===== config.mk =====
export PLATFORM = sky130hd
export DESIGN_NAME = slice_demux_ctrl
export DESIGN_NICKNAME = d
export VERILOG_FILES = /design/src/rtl/slice_demux_ctrl_pkg.sv /design/src/rtl/slice_chunk_tracker.sv /design/src/rtl/slice_demux_ctrl.sv
export SDC_FILE = /design/constraint.sdc
export NUM_CORES = 1
export LEC_CHECK = 0
export CORE_AREA = 2 2 218 220
export DETAILED_ROUTE_END_ITERATION = 10
export DIE_AREA = 0 0 220 222
export MAX_ROUTING_LAYER = met4
export PLACE_DENSITY = 0.6
export SLEW_MARGIN = 15
export SYNTH_ARGS = -nofsm -noshare
export SYNTH_HDL_FRONTEND = slang
export SYNTH_SLANG_ARGS = --single-unit

===== constraint.sdc =====
create_clock -name clk -period 4.2 [get_ports clk]
set_input_delay 1.26 -clock clk [delete_from_list [all_inputs] [get_ports clk]]
set_output_delay 1.26 -clock clk [all_outputs]
set_load 0.02 [all_outputs]

===== src/rtl/slice_demux_ctrl_pkg.sv =====
// Shared decoder definitions for the slice demux input sequencer.
// FSM state encoding, bitstream word geometry and a config sanity helper.
package slice_demux_ctrl_pkg;

    localparam logic [1:0] ST_IDLE   = 2'd0;
    localparam logic [1:0] ST_PPS    = 2'd1;
    localparam logic [1:0] ST_SOF    = 2'd2;
    localparam logic [1:0] ST_STREAM = 2'd3;

    typedef enum logic [1:0] {
        IDLE   = ST_IDLE,
        PPS    = ST_PPS,
        SOF_ST = ST_SOF,
        STREAM = ST_STREAM
    } state_e;

    localparam int BYTES_PER_WORD = 32;
    localparam int PPS_BYTES      = 128;

    // A zero in any geometry field would make the frame end undefined.
    function automatic logic cfg_is_zero(input logic [9:0]  slices_per_line,
                                         input logic [15:0] chunk_size,
                                         input logic [15:0] frame_height);
        return (slices_per_line == '0) || (chunk_size == '0) || (frame_height == '0);
    endfunction

endpackage


===== src/rtl/slice_chunk_tracker.sv =====
// Chunk / slice / line boundary tracker for a 32-byte-per-word bitstream.
// Shared with the encoder-side mux; last_word_o flags the word that closes the frame.
module slice_chunk_tracker
    import slice_demux_ctrl_pkg::*;
#(
    parameter int MAX_FRAME_HEIGHT = 8192
) (
    input  logic        clk,
    input  logic        rst_n,
    input  logic        clear_i,
    input  logic        advance_i,
    input  logic [9:0]  slices_per_line_i,
    input  logic [15:0] chunk_size_i,
    input  logic [15:0] frame_height_i,
    output logic        last_word_o
);
    localparam int LW = $clog2(MAX_FRAME_HEIGHT + 1);

    logic [15:0]   byte_acc_q, byte_acc_d;
    logic [9:0]    slice_idx_q, slice_idx_d;
    logic [LW-1:0] line_cnt_q, line_cnt_d;
    logic [16:0]   sum;
    logic [9:0]    slice_inc;
    logic [LW-1:0] line_inc;
    logic          boundary;
    logic          line_wrap;

    // Boundary arithmetic; small chunks accumulate leftover bytes so only one boundary counts per word.
    always_comb begin
        sum         = {1'b0, byte_acc_q} + 17'(BYTES_PER_WORD);
        boundary    = (sum >= {1'b0, chunk_size_i});
        slice_inc   = slice_idx_q + 10'd1;
        line_inc    = line_cnt_q + LW'(1);
        line_wrap   = boundary && (slice_inc == slices_per_line_i);
        last_word_o = advance_i && line_wrap && (32'(line_inc) == 32'(frame_height_i));
        byte_acc_d  = byte_acc_q;
        slice_idx_d = slice_idx_q;
        line_cnt_d  = line_cnt_q;
        if (clear_i) begin
            byte_acc_d  = '0;
            slice_idx_d = '0;
            line_cnt_d  = '0;
        end else if (advance_i) begin
            if (boundary) begin
                byte_acc_d = 16'(sum - {1'b0, chunk_size_i});
                if (line_wrap) begin
                    slice_idx_d = '0;
                    line_cnt_d  = line_inc;
                end else begin
                    slice_idx_d = slice_inc;
                end
            end else begin
                byte_acc_d = sum[15:0];
            end
        end
    end

    // Counter registers.
    always_ff @(posedge clk or negedge rst_n) begin
        if (!rst_n) begin
            byte_acc_q  <= '0;
            slice_idx_q <= '0;
            line_cnt_q  <= '0;
        end else begin
            byte_acc_q  <= byte_acc_d;
            slice_idx_q <= slice_idx_d;
            line_cnt_q  <= line_cnt_d;
        end
    end

endmodule


===== src/rtl/slice_demux_ctrl.sv =====
// Input sequencer in front of the decoder slice demux: splits the PPS header from
// payload, pulses start/end of frame and backpressures on any almost-full slice FIFO.
// Optional statistics counters: define SLICE_DEMUX_CTRL_STATS_EN.
//
// state  | meaning
// IDLE   | discard words until one arrives with in_first (PPS word 0)
// PPS    | forward remaining PPS header words
// SOF_ST | one cycle: pulse SOF, sample/check config, clear tracker
// STREAM | forward payload until the last line of the frame closes
module slice_demux_ctrl
    import slice_demux_ctrl_pkg::*;
#(
    parameter int MAX_NBR_SLICES   = 2,
    parameter int PPS_WORDS        = PPS_BYTES / BYTES_PER_WORD,
    parameter int MAX_FRAME_HEIGHT = 8192
) (
    input  logic                      clk,
    input  logic                      rst_n,
    input  logic                      flush_i,
    input  logic [9:0]                slices_per_line_i,
    input  logic [15:0]               chunk_size_i,
    input  logic [15:0]               frame_height_i,
    input  logic [MAX_NBR_SLICES-1:0] fifo_afull_i,
    input  logic [255:0]              in_data_i,
    input  logic                      in_valid_i,
    input  logic                      in_first_i,
    output logic                      in_ready_o,
    output logic [255:0]              out_data_o,
    output logic                      out_valid_o,
    output logic                      out_sof_o,
    output logic                      out_is_pps_o,
    output logic                      frame_done_o,
    output logic                      cfg_err_o
`ifdef SLICE_DEMUX_CTRL_STATS_EN
    ,
    output logic [31:0]               stat_frames_o,
    output logic [31:0]               stat_stall_cycles_o
`endif
);
    localparam int PCW = $clog2(PPS_WORDS + 1);

    state_e        state_q, state_d;
    logic [PCW-1:0] pps_cnt_q, pps_cnt_d;
    logic          active_q;
    logic [9:0]    spl_q;
    logic [15:0]   cs_q, fh_q;
    logic          sample_cfg;
    logic          stall, accept, advance, clear, last_word;
    logic [255:0]  out_data_d;
    logic          out_valid_d, out_sof_d, out_is_pps_d, frame_done_d, cfg_err_d;

    assign stall  = |fifo_afull_i;
    assign accept = in_valid_i && in_ready_o;

    // Ready/next-state/output decode; flush overrides every transition.
    always_comb begin
        in_ready_o   = 1'b0;
        state_d      = state_q;
        pps_cnt_d    = pps_cnt_q;
        out_data_d   = out_data_o;
        out_valid_d  = 1'b0;
        out_sof_d    = 1'b0;
        out_is_pps_d = 1'b0;
        frame_done_d = 1'b0;
        cfg_err_d    = 1'b0;
        sample_cfg   = 1'b0;
        clear        = 1'b0;
        advance      = 1'b0;
        case (state_q)
            IDLE:          in_ready_o = active_q;
            PPS, STREAM:   in_ready_o = ~stall;
            default:       in_ready_o = 1'b0;
        endcase
        if (flush_i) begin
            state_d   = IDLE;
            pps_cnt_d = '0;
            clear     = 1'b1;
        end else begin
            case (state_q)
                IDLE: begin
                    if (accept && in_first_i) begin
                        out_valid_d  = 1'b1;
                        out_is_pps_d = 1'b1;
                        out_data_d   = in_data_i;
                        pps_cnt_d    = PCW'(1);
                        state_d      = (PPS_WORDS == 1) ? SOF_ST : PPS;
                    end
                end
                PPS: begin
                    if (accept) begin
                        out_valid_d  = 1'b1;
                        out_is_pps_d = 1'b1;
                        out_data_d   = in_data_i;
                        pps_cnt_d    = pps_cnt_q + PCW'(1);
                        if (pps_cnt_d == PCW'(PPS_WORDS)) state_d = SOF_ST;
                    end
                end
                SOF_ST: begin
                    out_sof_d  = 1'b1;
                    sample_cfg = 1'b1;
                    clear      = 1'b1;
                    pps_cnt_d  = '0;
                    if (cfg_is_zero(slices_per_line_i, chunk_size_i, frame_height_i)) begin
                        cfg_err_d = 1'b1;
                        state_d   = IDLE;
                    end else begin
                        state_d   = STREAM;
                    end
                end
                STREAM: begin
                    if (accept) begin
                        advance     = 1'b1;
                        out_valid_d = 1'b1;
                        out_data_d  = in_data_i;
                        if (last_word) begin
                            frame_done_d = 1'b1;
                            state_d      = IDLE;
                        end
                    end
                end
                default: state_d = IDLE;
            endcase
        end
    end

    // State, handshake enable and registered outputs.
    always_ff @(posedge clk or negedge rst_n) begin
        if (!rst_n) begin
            state_q      <= IDLE;
            pps_cnt_q    <= '0;
            active_q     <= 1'b0;
            out_data_o   <= '0;
            out_valid_o  <= 1'b0;
            out_sof_o    <= 1'b0;
            out_is_pps_o <= 1'b0;
            frame_done_o <= 1'b0;
            cfg_err_o    <= 1'b0;
        end else begin
            state_q      <= state_d;
            pps_cnt_q    <= pps_cnt_d;
            active_q     <= 1'b1;
            out_data_o   <= out_data_d;
            out_valid_o  <= out_valid_d;
            out_sof_o    <= out_sof_d;
            out_is_pps_o <= out_is_pps_d;
            frame_done_o <= frame_done_d;
            cfg_err_o    <= cfg_err_d;
        end
    end

    // Frame geometry captured once per frame so mid-frame input changes are ignored.
    always_ff @(posedge clk or negedge rst_n) begin
        if (!rst_n) begin
            spl_q <= '0;
            cs_q  <= '0;
            fh_q  <= '0;
        end else if (sample_cfg) begin
            spl_q <= slices_per_line_i;
            cs_q  <= chunk_size_i;
            fh_q  <= frame_height_i;
        end
    end

    slice_chunk_tracker #(
        .MAX_FRAME_HEIGHT (MAX_FRAME_HEIGHT)
    ) u_tracker (
        .clk               (clk),
        .rst_n             (rst_n),
        .clear_i           (clear),
        .advance_i         (advance),
        .slices_per_line_i (spl_q),
        .chunk_size_i      (cs_q),
        .frame_height_i    (fh_q),
        .last_word_o       (last_word)
    );

`ifdef SLICE_DEMUX_CTRL_STATS_EN
    logic [31:0] stat_frames_q, stat_stall_cycles_q;

    // Frame counter wraps; stall-cycle counter saturates; neither is cleared by flush.
    always_ff @(posedge clk or negedge rst_n) begin
        if (!rst_n) begin
            stat_frames_q       <= '0;
            stat_stall_cycles_q <= '0;
        end else begin
            if (frame_done_o) stat_frames_q <= stat_frames_q + 32'd1;
            if (((state_q == PPS) || (state_q == STREAM)) && in_valid_i && stall
                && (stat_stall_cycles_q != '1))
                stat_stall_cycles_q <= stat_stall_cycles_q + 32'd1;
        end
    end

    assign stat_frames_o       = stat_frames_q;
    assign stat_stall_cycles_o = stat_stall_cycles_q;
`endif

endmodule


; Word level (Yosys, flattened, before mapping)
; Cells that the tools add are included.
[classes]
n_reduce_logical = 23
addsub = 5
bitwise_logic = 2
muxes = 45
n_eq_ne = 13
order_cmp = 1
[ops]
columns = operator, n
row1 = 256-bit two-way mux, 2
row2 = 256-bit one-hot mux with 2 select lines, 1
row3 = 14-bit two-way mux, 4
row4 = 16-bit two-way mux, 3
row5 = 10-bit two-way mux, 4
row6 = 16-bit logical NOT, 2
row7 = 16-bit by 6-bit adder with 17-bit output (second input constant), 1
row8 = 17-bit by 16-bit greater-or-equal comparator with 1-bit output, 1
row9 = 14-bit by 16-bit == test with 1-bit output, 1
row10 = 1-bit two-way mux, 16
row11 = 16-bit subtractor, 1
row12 = 3-bit != test (second input constant), 5
row13 = 14-bit by 1-bit adder with 14-bit output (second input constant), 1
row14 = 2-bit two-way mux, 7
row15 = 10-bit by 1-bit adder with 10-bit output (second input constant), 1
row16 = 10-bit == test, 1
row17 = 10-bit logical NOT, 1
row18 = 3-bit two-way mux, 3
row19 = 3-bit one-hot mux with 3 select lines, 1
row20 = 2-bit one-hot mux with 4 select lines, 1
row21 = 2-bit nonzero test, 4
row22 = 1-bit one-hot mux with 2 select lines, 3
row23 = 3-bit AND reduction, 2
row24 = 1-bit logical AND, 5
row25 = other kinds (14), 18
[word_totals]
word_cells = 104
inputBits = 305
ff_bits = 349
out_inout_bits = 262

; Depth between registers and ports, before layout
; Gate-level depths: netlist of run 1.
[depth]
word_depth = 13
depth_mapped = 13
ltp_nobuf = 12

; Modules after synthesis
; Synthesis of run 1 repeated with hierarchy kept, for this count alone.
[hier_totals]
hier_cells = 1206
hier_area_um2 = 15766.4
[modules_own_cells]
columns = module, seq_area_each_um2, cells_per_inst, n_inst, area_per_inst_um2
row1 = slice_demux_ctrl, 7732.4, 716, 1, 11932.7
row2 = slice_chunk_tracker, 1001.0, 490, 1, 3833.7

; Least setup slack after synthesis of run 1
; OpenSTA, ideal clock, no wires.
[synth_timing]
kind = input to output
start = input port fifo_afull_i[1]
end = output port in_ready_o
n_path_buf = 0
stages = 2
required_time_ns = 2.940
t_arrival_ns = 1.859
path_slack_ns = 1.081
cell_sequence = o31ai_1 -> nor2b_1
[synth_via]
elab_chain_cells = 3
[synth_rtl]
columns = element, line
row1 = "start, declared", slice_demux_ctrl.sv:23  ; input logic [MAX_NBR_SLICES-1:0] fifo_afull_i,
row2 = 2-bit OR reduction, slice_demux_ctrl.sv:52  ; assign stall = |fifo_afull_i;
row3 = 1-bit NOT, slice_demux_ctrl.sv:71  ; PPS, STREAM: in_ready_o = ~stall;
row4 = 1-bit one-hot mux with 2 select lines, slice_demux_ctrl.sv:69  ; case (state_q)
row5 = "end, declared", slice_demux_ctrl.sv:27  ; output logic in_ready_o,
; Every way passes these cells.

; Worst setup path after layout of run 1
; Ends and elaborated chain as after synthesis.

==> results of run 1 <==
[stage by stage]
step / total power, mW / hold slack [ps] / instance area, µm² / std cells / utilization
floorplan: 9.96 / 472 / 15500 / 1214 / -
detailed placement: 14.1 / 495 / 22000 / 2354 / 0.475
global route: 18.6 / 515 / 23400 / 2438 / 0.506
global placement: 14.0 / 487 / 22000 / 2354 / 0.475
CTS: 17.9 / 507 / 23400 / 2426 / 0.506
finish: 17.7 / 500 / 23400 / 2438 / 0.506
[cells by family (layout without fill, tap and decap cells)]
family          count (synthesis)  after routing  synth area share
buf+inv                        97            702            0.0266
simple gates                  222            222            0.0734
other cells                     1             13          0.000243
mux                           290            290             0.211
xor+xnor                       54             54            0.0306
fa+ha+maj                      27             27            0.0223
compound gates                174            174            0.0711
flops                         349            349             0.565
[routing by layer]
layer  up-vias  share of wire
met4         0          0.034
met3        76          0.079
met2       389           0.50
li1       5512              -
met5         -              0
met1      5826           0.39
[synthesized netlist by cell type (2+ instances only)]
| cell type | n |
|---|---|
| a211oi_1 | 2 |
| a21o_1 | 11 |
| a21oi_1 | 45 |
| a22o_1 | 3 |
| a22oi_1 | 2 |
| a311oi_1 | 2 |
| a31oi_1 | 6 |
| a32o_1 | 2 |
| and2_1 | 4 |
| and3_1 | 12 |
| and4_1 | 3 |
| buf_2 | 37 |
| clkbuf_1 | 23 |
| dfrtp_1 | 349 |
| ha_1 | 26 |
| inv_1 | 36 |
| mux2_2 | 282 |
| mux2i_1 | 8 |
| nand2_1 | 50 |
| nand2b_1 | 7 |
| nand3_1 | 36 |
| nand3b_1 | 4 |
| nand4_1 | 12 |
| nor2_1 | 40 |
| nor2b_1 | 6 |
| nor3_1 | 14 |
| nor4_1 | 14 |
| o211ai_1 | 6 |
| o21a_1 | 3 |
| o21ai_0 | 60 |
| o21bai_1 | 8 |
| o22ai_1 | 2 |
| o31ai_1 | 2 |
| o41ai_1 | 2 |
| or2_2 | 2 |
| or3_1 | 11 |
| xnor2_1 | 41 |
| xor2_1 | 13 |
[worst min path at each step]
stage / to / slack [ps] / from
5_1_grt: out_data_o[77] / 510 / out_data_o[77]
6_report: out_data_o[235] / 500 / out_data_o[235]
3_5_place_dp: out_data_o[245] / 490 / out_data_o[245]
4_1_cts: out_data_o[235] / 510 / out_data_o[235]
3_3_place_gp: out_data_o[68] / 490 / out_data_o[68]
2_1_floorplan: fh_q[15] / 470 / fh_q[15]
[layout make-up]
type	count	area [µm²]	share of cell area
Timing Repair Buffer	594	6040	0.258
Tap cell	607	759	0.0324
Clock buffer	56	1200	0.0515
Clock inverter	16	189	0.00807
Antenna cell	12	30.0	0.00128
Sequential cell	349	8730	0.373
Inverter	36	135	0.00577
Multi-Input combinational cell	768	6320	0.270
[state kept, by name, summed over array words and instances, names as in the netlist, 2 cells and up]
name / count
u_tracker.line_cnt_q: 14
state_q: 2
out_data_o: 256
fh_q: 16
spl_q: 10
u_tracker.byte_acc_q: 16
u_tracker.slice_idx_q: 10
pps_cnt_q: 3
cs_q: 16
[critical path, delay by kind of cell]
family / cells / cell delay, ps
buffers and inverters: 2 / 1030
AO/OA/AOI/OAI: 1 / 280
AND/OR/NAND/NOR: 1 / 180
[power groups by stage]
| stage | Combinational, mW | Clock (mW) | Sequential (mW) |
|---|---|---|---|
| floorplan | 2.78 | 0 | 7.19 |
| global placement | 8.33 | 0 | 5.65 |
| detailed placement | 8.40 | 0 | 5.70 |
| CTS | 8.44 | 3.80 | 5.68 |
| global route | 8.76 | 3.94 | 5.87 |
| finish | 8.33 | 3.68 | 5.66 |
==> out/results.ini, run 1 <==
[synth]
synth_edf_count=0
synth_top_area_cell=dfrtp_1
async_flop_share=1.00
yosys.cell_types.count=66
synthCells=1214
synth_seq_area_share=0.565
synth_fp_nets=1546
synth-main-ff-cell=dfrtp_1
avgSynthCellArea_um2=12.7
synth_top_area_share=0.565
ys_seq_elements=349
netlist_area_um2=15500
yosys_warnings=0
synth_area_leaders=dfrtp_1 57%, mux2_2 21%, xnor2_1 2.3%

[clock_tree]
cts_root_buf=clkbuf_16
clkLatencyLatePin_ps=560
clockBufferDepth=3
post_cts_resized=0
path_clk_slew_ps=60
htreeDepth=2
cts_tree=done
postCtsSetupRepairBufs=0
cts_hold_buffers=0
cts_buffers=41
clock_sinks=349

[setup_path]
crit_path_frequent_cell=clkdlybuf4s50_1
cp_max_fo=2
startpoint=fifo_afull_i[1]
crit_end=in_ready_o
critical_path_arrival_ps=2760
cp.required_ps=2940
cp_slowest_stage_delay_ps=610
rr_endpoint=u_tracker.line_cnt_q[9]
slowest_stage=clkdlybuf4s50_1
r2r_slack_ps=550
crit_path_end_kind=primary output
crit_type=primary input to primary output
r2r-start=u_tracker.byte_acc_q[5]
r2r.worst_path.cells=12
start_kind=primary input
critical_path.cell_chain=clkdlybuf4s50_1 > o31ai_1 > nor2b_1 > clkdlybuf4s50_1

[grt]
antenna_found_initial=12
grtUsageMet2=0.351
grt_max_degree=99
grtUsageTotal=0.212
overflow=0
top_usage_layer=met2
grt_pass1_wl_um=75800
use_met1=0.241
grt_pass1_vias=12500
met3_usage=0.0649

[sta]
tightest_slew_ps=949
max_slew_margin=0.367
setup_violations=0
clock_skew_ps=21.9
slew_violations=0
fin_setup_tns_ps=0
period_share=0.957
finalHoldViolations=0
rsz0062_at_grt=false
fmax_ghz=0.249
setup_slack_ps=181
fin_crit_ps=4020

[power]
power_density_nw_per_um2=755
clkPwrFrac=0.208
internal_power_mw=11.4
power_leakage_nw=9.58
switchingPower_mw=6.26
switching_share=0.354
pwr-share-seq=0.321
combPwrFrac=0.471
vdd_ir_drop_max_v=0.000419

[hold_path]
hold_path_class=flip-flop to flip-flop
hold_path_depth=1

[floorplanning]
rows=79
design.core.area_um2=46300
start_util=0.334
ios=567
die-area_um2=48800
die_x_um=220
die_height_um=222

[routing]
firstDrtPassIters=5
drc=0
wl_per_cell_um=21.0
drt_iter0_drc=425
viasPerCell=4.84
vias=11800
routed_wl_um=51100
antenna_left=0

[place]
numPortBuffers=566
hpwlAfterDp_um=39600
post-place-ws_ps=179
routabilityCongestion=0.861

[layout]
nNetsFinal=2122
final_common_cell=clkdlybuf4s50_1
drive_gt1_frac=0.214
area_delta_synth_final_pct=51.5
final_cell_mix=565 x clkdlybuf4s50_1, 349 x dfrtp_1, 282 x mux2_2, 59 x o21ai_0, 50 x nand2_1
fill_cells=4146

[job]
maxCapViolCount=0

[outcome]
outcome=finished clean

(Power assumes the default switching activity.)
==> run 2, diff against run 1 <==
- CTS_BUF_LIST: unset -> sky130_fd_sc_hd__clkbuf_4
==> run 2 against run 1 <==
Largest power group unchanged. Sequential power is essentially flat. Global-route usage grew 0.41 points. Via count grew 3.9%. Final area shrank 0.35%. Combinational power is essentially flat. Flip-flop and latch count is the same. Highest routed layer unchanged. Critical endpoint is now u_tracker.line_cnt_q[9]. Critical path depth grew 8.
==> out/results.ini, run 2 (synthesis gave the netlist of run 1 again) <==
[power]
pwr-share-seq=0.328  ; +0.007
clkPwrFrac=0.189  ; -0.019
switchingPower_mw=6.35  ; +1.4%
p_total_mw=17.2  ; -2.4%
switching_share=0.368  ; +0.0140
internal_power_mw=10.9  ; -4.5%
vdd_ir_drop_max_v=0.000465  ; +11%
power_density_nw_per_um2=739  ; -2.1%
combPwrFrac=0.482  ; +0.011
power_leakage_nw=9.67  ; +0.89%

[clock_tree]
postCtsSetupRepairBufs=0  ; unchanged
cts_buffers=99  ; +140%
htreeDepth=3  ; +1
cts_hold_buffers=0  ; unchanged
clock_sinks=349  ; unchanged
path_clk_slew_ps=60  ; about the same
cts_root_buf=clkbuf_4
clockBufferDepth=3  ; unchanged
clkLatencyLatePin_ps=840  ; +280 ps
cts_tree=done

[grt]
overflow=0  ; unchanged
grt_pass1_vias=13000  ; +3.8%
grt_pass1_wl_um=77200  ; +1.9%
antenna_found_initial=14  ; +2
grtUsageTotal=0.216  ; +0.00407
grt_max_degree=99  ; unchanged

[sta]
slew_violations=0  ; unchanged
finalHoldViolations=0  ; unchanged
max_slew_margin=0.349  ; -0.0181
period_share=0.871  ; -0.0863
clock_skew_ps=48.4  ; +26.5 ps
tightest_slew_ps=977  ; +27.2 ps
fin_setup_tns_ps=0  ; unchanged
fin_crit_ps=3660  ; -363 ps
rsz0062_at_grt=false
fmax_ghz=0.273  ; +9.9%
setup_violations=0  ; unchanged
setup_slack_ps=544  ; +363 ps
worst_hold_slack_ps=460  ; -40.2 ps

[layout]
largest-register=out_data_o
post-route-util=0.504  ; -0.00179
fin_area_um2=23300  ; -0.35%
finalNonFillerCells=2548  ; +4.5%
final_cell_mix=564 x clkdlybuf4s50_1, 349 x dfrtp_1, 282 x mux2_2, 141 x clkbuf_4, 59 x o21ai_0
drive_gt1_frac=0.249  ; +0.0351
nNetsFinal=2180  ; +2.7%
final_common_cell=clkdlybuf4s50_1
largest_reg_flops=256  ; unchanged
area_delta_synth_final_pct=51.0

[routing]
firstDrtPassIters=4  ; -1
wl_per_cell_um=20.4  ; -2.9%
routed_wl_um=51900  ; +1.5%
antenna_left=0  ; unchanged
viasPerCell=4.81  ; -0.59%
drc=0  ; unchanged
vias=12300  ; +3.9%
drt_iter0_drc=481  ; +13%

[hold_path]
hold_path_class=primary input to asynchronous set/reset pin

[floorplanning]
rows=79  ; unchanged
start_util=0.334  ; unchanged
die_x_um=220  ; unchanged
design.core.area_um2=46300  ; unchanged
die_height_um=222  ; unchanged
ios=567  ; unchanged
die-area_um2=48800  ; unchanged

[job]
maxCapViolCount=0  ; unchanged

[setup_path]
critical_path_arrival_ps=4430  ; +1670 ps
start_kind=flip-flop
cp_max_fo=12  ; +10
crit_path_end_kind=flip-flop
cp.required_ps=4970  ; +2030 ps
crit_type=flip-flop to flip-flop

[place]
dp_cells=2354  ; unchanged
routabilityCongestion=0.861  ; unchanged
hpwlAfterDp_um=39600  ; unchanged
numPortBuffers=566  ; unchanged
dpl_cell_area_um2=22000  ; unchanged
post-place-ws_ps=179  ; unchanged

[outcome]
outcome=finished clean

[run 2: cell count changes in the layout (fill, tap and decap cells not counted), sizes merged]
cell	delta
clkbuf	+85
clkinv	+19
diode	+5
inv	+2
bufinv	-1
clkdlybuf4s50	-1
dlymetal6s2s	+1
[run 2: repair_timing]
item                                    4_1_cts  5_1_grt
resized for setup                             0        2
endpoints found under the setup margin        0        1
endpoints found under the hold margin         0        0
[run 2: power by group through the flow]
stage                     sequential, mW  combinational [mW]  clock (mW)
final                               5.66                8.32        3.26
after global routing                5.86                8.75        3.59
after CTS                           5.68                8.44        3.41
after detailed placement            5.70                8.40           0
after global placement              5.65                8.33           0
after floorplan                     7.19                2.78           0
[run 2: path summary, 6_finish.rpt]
| kind | start | to | slack, ps | cells after the start |
|---|---|---|---|---|
| min | rst_n | fh_q[13] | 460 | 1 |
| min reg2reg | out_data_o[235] | out_data_o[235] | 500 | 1 |
| max in group asynchronous | rst_n | out_data_o[15] | 2800 | 2 |
| min in group clk | out_data_o[235] | out_data_o[235] | 500 | 1 |
| max reg2reg | u_tracker.byte_acc_q[7] | u_tracker.line_cnt_q[9] | 540 | 12 |
| max | u_tracker.byte_acc_q[7] | u_tracker.line_cnt_q[9] | 540 | 12 |
[run 2: worst max-delay path, cell delays in order (launching register included)]
cell	delay, ps
dfrtp_1	430
and4_1	320
nand4_1	170
xnor2_1	230
ha_1	330
a21o_1	200
a21oi_1	130
o21ai_0	130
a21oi_1	290
a21oi_4	160
a21oi_1	810
o21bai_1	220
a22o_1	160
[run 2: metal layers]
metal	GRT usage	share of wire	up-vias
li1	-	-	5689
met1	0.241	0.39	6071
met2	0.364	0.51	423
met3	0.0772	0.081	80
met4	0.0587	0.020	0
met5	-	0	-
[run 2: cell type report]
cell class	instances	area [µm²]
flip-flops and latches	349	8730
repair buffers	594	6050
multi-input cells	768	6330
diodes	17	42.5
clock buffers	141	1060
clock inverters	36	235
fillers	4222	22900
inverters	36	135
well taps	607	759
